<file path="src/rtl/inference_run_monitor.sv">
// Run monitor for MLP inference programs. It snoops the register-file write port
// for exit, image-progress and correct-count writes and judges the run.
module inference_run_monitor #(
  parameter int unsigned DWidth        = 32,
  parameter int unsigned NumOfTest     = 1000,
  parameter int unsigned ExitReg       = 25,
  parameter int unsigned ExitCode      = 99999,
  parameter int unsigned ImgReg        = 26,
  parameter int unsigned CorrReg       = 27,
  parameter int unsigned CntWidth      = 64,
  parameter int unsigned TimeoutCycles = 2000000
) (
  input  logic                clk_i,
  input  logic                rst_i,
  input  logic                start_i,
  input  logic                rf_we_i,
  input  logic [4:0]          rf_waddr_i,
  input  logic [DWidth-1:0]   rf_wdata_i,
  input  logic                retire_i,
  output logic [1:0]          state_o,
  output logic                done_o,
  output logic                timeout_o,
  output logic                pass_o,
  output logic                seq_err_o,
  output logic [DWidth-1:0]   image_cnt_o,
  output logic [DWidth-1:0]   correct_cnt_o,
  output logic [CntWidth-1:0] cycle_cnt_o,
  output logic [CntWidth-1:0] instret_cnt_o,
  output logic [DWidth-1:0]   img_lat_last_o,
  output logic [DWidth-1:0]   img_lat_max_o,
  output logic                progress_o
);

  // Watchdog only has to reach TimeoutCycles-1, so it never wraps.
  localparam int unsigned WdW = (TimeoutCycles > 1) ? $clog2(TimeoutCycles) : 1;
  localparam logic [WdW-1:0]      WdLast   = WdW'(TimeoutCycles - 1);
  localparam logic [4:0]          ExitAddr = 5'(ExitReg);
  localparam logic [4:0]          ImgAddr  = 5'(ImgReg);
  localparam logic [4:0]          CorrAddr = 5'(CorrReg);
  localparam logic [DWidth-1:0]   ExitVal  = DWidth'(ExitCode);
  localparam logic [DWidth-1:0]   NumTest  = DWidth'(NumOfTest);
  localparam logic [DWidth-1:0]   DOne     = DWidth'(1);
  localparam logic [CntWidth-1:0] COne     = CntWidth'(1);
  localparam logic [WdW-1:0]      WOne     = WdW'(1);

  typedef enum logic [1:0] {
    S_IDLE    = 2'd0,
    S_RUN     = 2'd1,
    S_DONE    = 2'd2,
    S_TIMEOUT = 2'd3
  } state_e;

  state_e              state_q, state_d;
  logic [DWidth-1:0]   image_cnt_q, image_cnt_d;
  logic [DWidth-1:0]   correct_cnt_q, correct_cnt_d;
  logic [CntWidth-1:0] cycle_cnt_q, cycle_cnt_d;
  logic [CntWidth-1:0] instret_q, instret_d;
  logic [DWidth-1:0]   lat_acc_q, lat_acc_d;
  logic [DWidth-1:0]   lat_last_q, lat_last_d;
  logic [DWidth-1:0]   lat_max_q, lat_max_d;
  logic [WdW-1:0]      wdog_q, wdog_d;
  logic                seq_err_q, seq_err_d;
  logic                progress_q, progress_d;

  logic              snoop, img_wr, corr_wr, exit_wr, wd_exp;
  logic              img_bad, corr_bad;
  logic [DWidth-1:0] lat_now;
  logic [DWidth:0]   corr_lim;

  // Snoops only count in RUN; a restart pulse takes precedence over them.
  assign snoop   = rf_we_i && (rf_waddr_i != 5'd0) && (state_q == S_RUN) && !start_i;
  assign img_wr  = snoop && (rf_waddr_i == ImgAddr) && (rf_wdata_i != '0);
  assign corr_wr = snoop && (rf_waddr_i == CorrAddr);
  assign exit_wr = snoop && (rf_waddr_i == ExitAddr) && (rf_wdata_i == ExitVal);
  assign wd_exp  = (state_q == S_RUN) && !start_i && (wdog_q == WdLast) && !img_wr;

  assign lat_now  = lat_acc_q + DOne;
  assign img_bad  = (rf_wdata_i != (image_cnt_q + DOne)) || (rf_wdata_i > NumTest);
  // Extra bit keeps the +1 bound from wrapping at the top of the range.
  assign corr_lim = {1'b0, correct_cnt_q} + (DWidth+1)'(1);
  assign corr_bad = (rf_wdata_i < correct_cnt_q) || ({1'b0, rf_wdata_i} > corr_lim);

  always_comb begin
    state_d = state_q;
    if (start_i) begin
      state_d = S_RUN;
    end else begin
      case (state_q)
        S_RUN: begin
          if (exit_wr)     state_d = S_DONE;
          else if (wd_exp) state_d = S_TIMEOUT;
        end
        default: state_d = state_q;
      endcase
    end
  end

  always_comb begin
    image_cnt_d   = image_cnt_q;
    correct_cnt_d = correct_cnt_q;
    cycle_cnt_d   = cycle_cnt_q;
    instret_d     = instret_q;
    lat_acc_d     = lat_acc_q;
    lat_last_d    = lat_last_q;
    lat_max_d     = lat_max_q;
    wdog_d        = wdog_q;
    seq_err_d     = seq_err_q;
    progress_d    = 1'b0;
    if (start_i) begin
      image_cnt_d   = '0;
      correct_cnt_d = '0;
      cycle_cnt_d   = '0;
      instret_d     = '0;
      lat_acc_d     = '0;
      lat_last_d    = '0;
      lat_max_d     = '0;
      wdog_d        = '0;
      seq_err_d     = 1'b0;
    end else if (state_q == S_RUN) begin
      cycle_cnt_d = cycle_cnt_q + COne;
      instret_d   = instret_q + CntWidth'(retire_i);
      lat_acc_d   = lat_now;
      wdog_d      = wdog_q + WOne;
      if (img_wr) begin
        image_cnt_d = rf_wdata_i;
        progress_d  = 1'b1;
        lat_last_d  = lat_now;
        if (lat_now > lat_max_q) lat_max_d = lat_now;
        lat_acc_d   = '0;
        wdog_d      = '0;
        if (img_bad) seq_err_d = 1'b1;
      end
      if (corr_wr) begin
        correct_cnt_d = rf_wdata_i;
        if (corr_bad) seq_err_d = 1'b1;
      end
    end
  end

  always_ff @(posedge clk_i) begin
    if (rst_i) state_q <= S_IDLE;
    else       state_q <= state_d;
  end

  always_ff @(posedge clk_i) begin
    if (rst_i) begin
      image_cnt_q   <= '0;
      correct_cnt_q <= '0;
      cycle_cnt_q   <= '0;
      instret_q     <= '0;
      lat_acc_q     <= '0;
      lat_last_q    <= '0;
      lat_max_q     <= '0;
      wdog_q        <= '0;
      seq_err_q     <= 1'b0;
      progress_q    <= 1'b0;
    end else begin
      image_cnt_q   <= image_cnt_d;
      correct_cnt_q <= correct_cnt_d;
      cycle_cnt_q   <= cycle_cnt_d;
      instret_q     <= instret_d;
      lat_acc_q     <= lat_acc_d;
      lat_last_q    <= lat_last_d;
      lat_max_q     <= lat_max_d;
      wdog_q        <= wdog_d;
      seq_err_q     <= seq_err_d;
      progress_q    <= progress_d;
    end
  end

  assign state_o        = state_q;
  assign done_o         = (state_q == S_DONE);
  assign timeout_o      = (state_q == S_TIMEOUT);
  assign pass_o         = (state_q == S_DONE) && (image_cnt_q == NumTest) &&
                          !seq_err_q && (correct_cnt_q <= NumTest);
  assign seq_err_o      = seq_err_q;
  assign image_cnt_o    = image_cnt_q;
  assign correct_cnt_o  = correct_cnt_q;
  assign cycle_cnt_o    = cycle_cnt_q;
  assign instret_cnt_o  = instret_q;
  assign img_lat_last_o = lat_last_q;
  assign img_lat_max_o  = lat_max_q;
  assign progress_o     = progress_q;

endmodule

</file>
<file path="config.mk">
export PLATFORM = sky130hd
export DESIGN_NAME = inference_run_monitor
export DESIGN_NICKNAME = d
export VERILOG_FILES = /design/src/rtl/inference_run_monitor.sv
export SDC_FILE = /design/constraint.sdc
export NUM_CORES = 1
export LEC_CHECK = 0
export CORE_AREA = 2 2 221 179
export CTS_CLUSTER_DIAMETER = 30
export DETAILED_ROUTE_END_ITERATION = 8
export DIE_AREA = 0 0 223 181
export GPL_ROUTABILITY_DRIVEN = 0
export PLACE_DENSITY_LB_ADDON = 0.25
export SETUP_SLACK_MARGIN = 0.02
export SYNTH_ARGS = -nofsm -noshare
export SYNTH_HDL_FRONTEND = slang
export SYNTH_SLANG_ARGS = --single-unit
</file>
<file path="constraint.sdc">
create_clock -name clk_i -period 4.05 [get_ports clk_i]
set_clock_uncertainty 0.15 [all_clocks]
set_input_delay 0.6075 -clock clk_i [delete_from_list [all_inputs] [get_ports clk_i]]
set_output_delay 0.6075 -clock clk_i [all_outputs]
set_load 0.02 [all_outputs]
</file>
==> metrics.md, run 1 <==
| Metric | Value |
|---|---|
| Register bit total from synthesis | `313` |
| Data arrival, critical path | `4.23 ns` |
| Fmax | `0.254 GHz` |
| Die X | `223 um` |
| Cell Int Power | `6.98 mW` |
| Post-synth EDFFs | `0` |
| Kind of critical path | `flop to flop` |
| Num CTS Buffers | `66` |
| Synth cell types | `65` |
| Max Cap Violations | `0` |
| DR WL/cell | `18.0 um` |
| Leak | `8.41 nW` |
| Comb power frac | `3.7%` |
| Final core occ | `62.3%` |
| IO Pins | `305` |
| Nets@finish | `2662` |
| Non-Filler Instances | `3063` |
| RSZ-0062 raised after global routing | `yes` |
| DRT Pass-1 Iters | `5` |
| Die H | `181 um` |
| # setup viols final | `0` |
| Layout overhead on the synthesized area | `39.2%` |
| Clock-pin slew on the worst setup and hold paths | `0.05 ns` |
| Critical path's slowest cell | `dfxtp_1` |
| Final ANT Viol Nets | `0` |
| Synth warnings | `0` |
| Largest net degree at the start of global routing | `99` |
| Area contributors post-synth | `dfxtp_1 37%, ha_1 7.7%, nor2_1 6.3%, xor2_1 5.9%, nand2_1 5.6%` |
| Post-DP HPWL | `39200 um` |
| Placed Area | `21100 um2` |
| Worst hold path class | `flop to flop` |
| Initial DRC Count | `1557` |
| Die Area | `40400 um2` |
| Core region area | `38000 um2` |
| Peak VDD IR | `349 uV` |
| CTS tree | `done` |
| Period Utilization, post-route | `97.1%` |
| Post-route cell area | `23700 um2` |
| Critical path startpoint category | `flop` |
| Worst-path cell chain | `and3_4 > nand3_1 > nor3b_2 > nand2_1 > buf_4 > nor3_4 > xor2_1 > ha_1 > nand4_1 > nor4_4 > o31ai_2 > a221oi_4 > buf_6 > clkbuf_16 > mux2i_1 > nor2_1` |
| Final Hold Viols | `0` |
| Family with the most delay on the worst path | `simple AND/OR/NAND/NOR gates` |
| Seq/Total Area, Yosys | `36.8%` |
| Total track usage | `26.5%` |
| CP max stage delay | `0.39 ns` |
| Max FO, Critical Path | `8` |
| Crit. End Element | `flop` |
| Top cell type by total area after synthesis | `dfxtp_1` |
| Post-synthesis cell area | `17000 um2` |
| Setup TNS Final | `0 ns` |
| Pwr dens | `381 nW/um2` |
| NetSw | `2.04 mW` |
| Later-pin clock latency in the skew report | `0.57 ns` |
| Clock power frac | `62.0%` |
| DRC Markers | `0` |
| WP buf/inv | `3` |
| Fin. max-slew vios | `0` |
| Syn avg cell area | `8.01 um2` |
| CTS sink cnt | `313` |
| Switching share of power | `22.7%` |
| Period minus WS final | `3.93 ns` |
| Share of power burned in registers | `34.3%` |
| Mapped Cells | `2126` |
| Async S/R FF share, synth | `0%` |
| Ys flop type | `dfxtp_1` |
| Root buf cell | `clkbuf_16` |
| Dpl cells | `2929` |
| Outcome | `finished, final reports clean` |
| Tightest Pin Transition | `0.759 ns` |
| Yosys top cell area share | `36.8%` |
| Syn_nets | `2273` |
| Final WL | `55200 um` |
| Vias in the first global route | `16400` |
| Top cells by count, synth | `313 x dfxtp_1, 284 x nor2_1, 256 x nand2_1` |
| Gr ovfl total | `0` |
| Port-buffer cells | `304` |
| Relative slew slack | `48.9%` |
| Setup WS post-layout | `0.117 ns` |
| Top-count cell post-synth | `dfxtp_1` |
| Row cnt | `64` |
| Layout cells sized above 1 | `10.4%` |
| Avg Vias per Cell | `5.60` |
| Buffer depth of the longest clock path | `3` |
| CP required | `4.34 ns` |
| Vias | `17200` |
| First-pass GRT wire length | `87300 um` |
| Starting Density | `44.8%` |
| Post-place setup slack | `-0.134 ns` |
| Antenna violations before repair | `1` |
| Htree depth | `3` |
worst paths after layout:
path	slack (ns)	to	cells past startpoint	start
hold reg to reg	0.31	img_lat_last_o[1]	2	img_lat_last_o[1]
setup / recovery	0.12	img_lat_max_o[6]	16	lat_acc_q[8]
hold / removal	0.31	img_lat_last_o[1]	2	img_lat_last_o[1]
setup reg to reg	0.12	img_lat_max_o[6]	16	lat_acc_q[8]
worst register-to-register path: cells and delay by family (launching register included):
| family | cells | cell delay [ns] |
|---|---|---|
| xor gates and xnor gates | 1 | 0.14 |
| adders and majority gates | 1 | 0.32 |
| AOI/OAI and AO/OA | 2 | 0.46 |
| and+or+nand+nor | 8 | 1.60 |
| DFF | 1 | 0.39 |
| muxes | 1 | 0.21 |
| buffers and inverters | 3 | 0.53 |
power groups by stage:
stage | Sequential [mW] | Combinational [mW] | Clock (mW)
3_3_place_gp | 3.15 | 0.314 | 0
3_5_place_dp | 3.15 | 0.320 | 0
2_1_floorplan | 3.16 | 0.162 | 0
5_1_grt | 3.09 | 0.355 | 5.83
4_1_cts | 3.10 | 0.323 | 5.68
6_report | 3.10 | 0.330 | 5.59
layer usage:
metal  share of wire [%]  vias up  wire length, um  global-route usage, %
met2                  45      674            25000                   42.0
met3                 8.5      127             4670                   6.46
met1                  43     8167            23900                   34.9
met5                   0        -                0                      0
li1                    -     8182                -                      -
met4                 3.0        0             1680                   9.85
flip-flops by register name, indices dropped and copies added (netlist names):
signal          flops
cycle_cnt_o        64
progress_o          1
instret_cnt_o      64
seq_err_o           1
lat_acc_q          32
correct_cnt_o      32
img_lat_last_o     32
wdog_q             21
image_cnt_o        32
img_lat_max_o      32
state_o             2
cells in the final DEF, fill, tap and decap left out, drive strengths merged, types with 9 or more instances in the layout:
| cell type | netlist | layout |
|---|---|---|
| clkdlybuf4s50 | 0 | 304 |
| a21o | 19 | 19 |
| a22oi | 17 | 17 |
| nor4b | 9 | 9 |
| xor2 | 114 | 114 |
| buf | 18 | 103 |
| clkbuf | 69 | 82 |
| nor4 | 34 | 34 |
| or3 | 34 | 34 |
| nand2 | 256 | 256 |
| and2 | 15 | 15 |
| ha | 105 | 105 |
| inv | 93 | 102 |
| o21ai | 61 | 61 |
| nand4 | 75 | 75 |
| xnor2 | 99 | 99 |
| nand3 | 115 | 115 |
| clkinv | 0 | 15 |
| mux2i | 38 | 38 |
| a21oi | 146 | 146 |
| dfxtp | 313 | 313 |
| nor2 | 285 | 285 |
| and3 | 43 | 43 |
| and4 | 17 | 17 |
| nor3 | 66 | 66 |
repair_timing:
| action | 4_1_cts | 5_1_grt |
|---|---|---|
| gates cloned | 1 | 1 |
| setup buffers | 2 | 9 |
| hold buffers | 0 | 0 |
| resized for setup | 7 | 29 |
| pin swaps | 4 | 10 |
| endpoints found under the setup margin | 32 | 34 |
logic make-up (layout without fill, tap and decap cells):
group | count (synthesis) | after routing | synth area share (%)
compound gates | 288 | 288 | 9.80
buf+inv | 180 | 621 | 4.07
fa+ha+maj | 105 | 105 | 7.71
other cells | 0 | 1 | 0
flops | 313 | 313 | 36.8
xor+xnor | 213 | 213 | 11.0
simple gates | 988 | 988 | 28.4
mux | 39 | 39 | 2.30
layout make-up:
cell class,instances,area (um2)
diodes,1,2.50
clock buffers,81,1830
clock inverters,39,499
fillers,3206,14300
inverters,93,349
multi-input cells,1633,10200
flip-flops and latches,313,6280
well taps,495,619
repair buffers,408,3900
metrics by stage:
stage          hold WS (ns)  power [mW]
2_1_floorplan         0.299        3.32
3_3_place_gp          0.299        3.47
3_5_place_dp          0.313        3.48
6_report              0.315        9.02
5_1_grt               0.337        9.28
4_1_cts               0.318        9.10
Power figures use the tool's default switching activity.
==> inputs of run 2 (changes only) <==
--- a/config.mk
+++ b/config.mk
@@ -5,13 +5,13 @@
 export SDC_FILE = /design/constraint.sdc
 export NUM_CORES = 1
 export LEC_CHECK = 0
-export CORE_AREA = 2 2 221 179
+export CORE_AREA = 2 2 214 174
 export CTS_CLUSTER_DIAMETER = 30
 export DETAILED_ROUTE_END_ITERATION = 8
-export DIE_AREA = 0 0 223 181
+export DIE_AREA = 0 0 216 176
 export GPL_ROUTABILITY_DRIVEN = 0
 export PLACE_DENSITY_LB_ADDON = 0.25
-export SETUP_SLACK_MARGIN = 0.02
+export SETUP_SLACK_MARGIN = 0.1
 export SYNTH_ARGS = -nofsm -noshare
 export SYNTH_HDL_FRONTEND = slang
 export SYNTH_SLANG_ARGS = --single-unit
==> run 2 against run 1 <==
Sequential share of layout area grew 0.17 points; global-route usage grew 0.74 points; total power shrank 4.6%; die area shrank 5.8%; combinational power is essentially flat; cell count shrank 0.72%; count of clock-buffer cells in the layout shrank 3; via count shrank 0.67%; maximum frequency shrank 1.8%; hold slack lost 0.0011 ns.
==> metrics.md, run 2 (same netlist as run 1, synthesis figures left out) <==
| Metric | Value |
|---|---|
| Outcome | `finished, final reports clean` |
| # setup viols final | `0` |
| Vias | `17000` |
| Relative slew slack | `48.1%` |
| Htree depth | `2` |
| CTS tree | `done` |
| Final core occ | `66.2%` |
| HP Start | `img_lat_last_o[29]` |
| Later-pin clock latency in the skew report | `0.59 ns` |
| Worst hold path class | `flop to flop` |
| Core region area | `35700 um2` |
| Clock power frac | `60.3%` |
| Hold WS | `0.314 ns` |
| Final WL | `54200 um` |
| Kind of critical path | `flop to flop` |
| Comb power frac | `3.8%` |
| Period Utilization, post-route | `98.9%` |
| Fillers | `2873` |
| Root buf cell | `clkbuf_16` |
| Avg Vias per Cell | `5.60` |
| Gr ovfl total | `0` |
| First-pass GRT wire length | `84900 um` |
| Share of power burned in registers | `35.9%` |
| RSZ-0062 raised after global routing | `yes` |
| WHS Path Cells | `2` |
| Switching share of power | `23.1%` |
| Clock-pin slew on the worst setup and hold paths | `0.06 ns` |
| Max FO, Critical Path | `7` |
| Most common cell after layout, fill and taps aside | `clkdlybuf4s50_1` |
| Die X | `216 um` |
| Period minus WS final | `4.00 ns` |
| Tightest Pin Transition | `0.772 ns` |
| Largest net degree at the start of global routing | `135` |
| Reg2reg path depth | `16` |
| Minimum setup slack among reg-to-reg paths | `0.05 ns` |
| CTS sink cnt | `313` |
| Max Cap Violations | `0` |
| Antenna violations before repair | `0` |
| Buffer depth of the longest clock path | `3` |
| Peak VDD IR | `351 uV` |
| Final ANT Viol Nets | `0` |
| Starting Density | `47.7%` |
| Fin. max-slew vios | `0` |
| CTS hold repair buffers | `0` |
| Cell Int Power | `6.62 mW` |
| Post-place setup slack | `-0.142 ns` |
| Layout cells sized above 1 | `10.7%` |
| Die Area | `38000 um2` |
| Critical R2R Capture | `img_lat_max_o[27]` |
| Leak | `8.36 nW` |
| Total track usage | `27.2%` |
| Pwr dens | `364 nW/um2` |
| IO Pins | `305` |
| DR WL/cell | `17.8 um` |
| Crit. End Element | `flop` |
| Fmax | `0.250 GHz` |
| Diode count | `0` |
| Post-DP HPWL | `38200 um` |
| Hold Crit Endpoint | `img_lat_last_o[29]` |
| Die H | `176 um` |
| Data arrival, critical path | `4.31 ns` |
| Final Total Pwr | `8.60 mW` |
| DRC Markers | `0` |
| Reg-to-reg startpoint | `lat_acc_q[12]` |
| Setup TNS Final | `0 ns` |
| Setup WS post-layout | `0.0458 ns` |
| NetSw | `1.99 mW` |
| DRT Pass-1 Iters | `6` |
| Layout overhead on the synthesized area | `38.6%` |
| Critical path startpoint category | `flop` |
| CP required | `4.35 ns` |
| Nets@finish | `2655` |
| Port-buffer cells | `304` |
| Vias in the first global route | `16200` |
| Most frequent cells in the layout | `303 x clkdlybuf4s50_1, 300 x dfxtp_1, 281 x nor2_1` |
| Final Hold Viols | `0` |
| Initial DRC Count | `1250` |
| Row cnt | `62` |
| Num CTS Buffers | `61` |
-- run 2: what timing repair did --
item	CTS	global route
gates cloned	1	2
resized for setup	28	28
endpoints found under the setup margin	33	34
pin swaps	10	19
buffers inserted	8	12
endpoints found under the hold margin	0	0
-- run 2: power groups by stage --
stage / registers (mW) / clock network, mW / logic, mW
floorplan: 3.16 / 0 / 0.162
global placement: 3.15 / 0 / 0.312
detailed placement: 3.15 / 0 / 0.319
CTS: 3.09 / 5.25 / 0.322
global route: 3.09 / 5.42 / 0.356
finish: 3.09 / 5.19 / 0.328
-- run 2: metrics by stage --
| stage | std cells | area (um2) |
|---|---|---|
| 2_1_floorplan | 2126 | 17000 |
| 3_3_place_gp | 2902 | 21000 |
| 3_5_place_dp | 2902 | 21000 |
| 4_1_cts | 3027 | 23300 |
| 5_1_grt | 3041 | 23600 |
| 6_report | 3041 | 23600 |
-- run 2: worst max-delay path by stage --
stage / startpoint / endpoint / slack, ns / depth (start not counted)
floorplan: lat_acc_q[2] / img_lat_max_o[30] / 0.10 / 14
global placement: lat_acc_q[2] / img_lat_max_o[12] / 0.06 / 14
detailed placement: lat_acc_q[6] / img_lat_max_o[2] / -0.14 / 14
CTS: lat_acc_q[6] / img_lat_max_o[24] / 0.11 / 15
global route: lat_acc_q[5] / img_lat_max_o[27] / -0.21 / 16
finish: lat_acc_q[12] / img_lat_max_o[27] / 0.05 / 16
-- run 2: routing by layer --
layer  routed length (um)  vias up  global-route usage (%)
li1                     -     8164                       -
met4                 1580        0                    8.56
met1                24000     8111                    37.0
met2                24000      643                    42.5
met3                 4690      117                    6.87
met5                    0        -                       0
-- run 2: cell type report --
cell class	instances	area (um2)	area share, %
Tap cell	480	601	2.54
Clock inverter	38	462	1.96
Inverter	93	349	1.48
Multi-Input combinational cell	1633	10300	43.6
Timing Repair Buffer	406	3940	16.7
Clock buffer	78	1680	7.12
Sequential cell	313	6290	26.7
-- run 2: worst max-delay path, stage by stage (launching register included) --
cell and delay, ns:
dfxtp_2 0.37, nand4_1 0.17, nor4_4 0.38, nand3_2 0.16
buf_6 0.16, nor2_2 0.14, nand3_2 0.11, xnor2_2 0.16
ha_1 0.33, nand4_1 0.21, nor4_4 0.40, o31ai_4 0.13
a221oi_4 0.41, buf_6 0.18, buf_12 0.13, mux2i_2 0.21
nor2_1 0.06
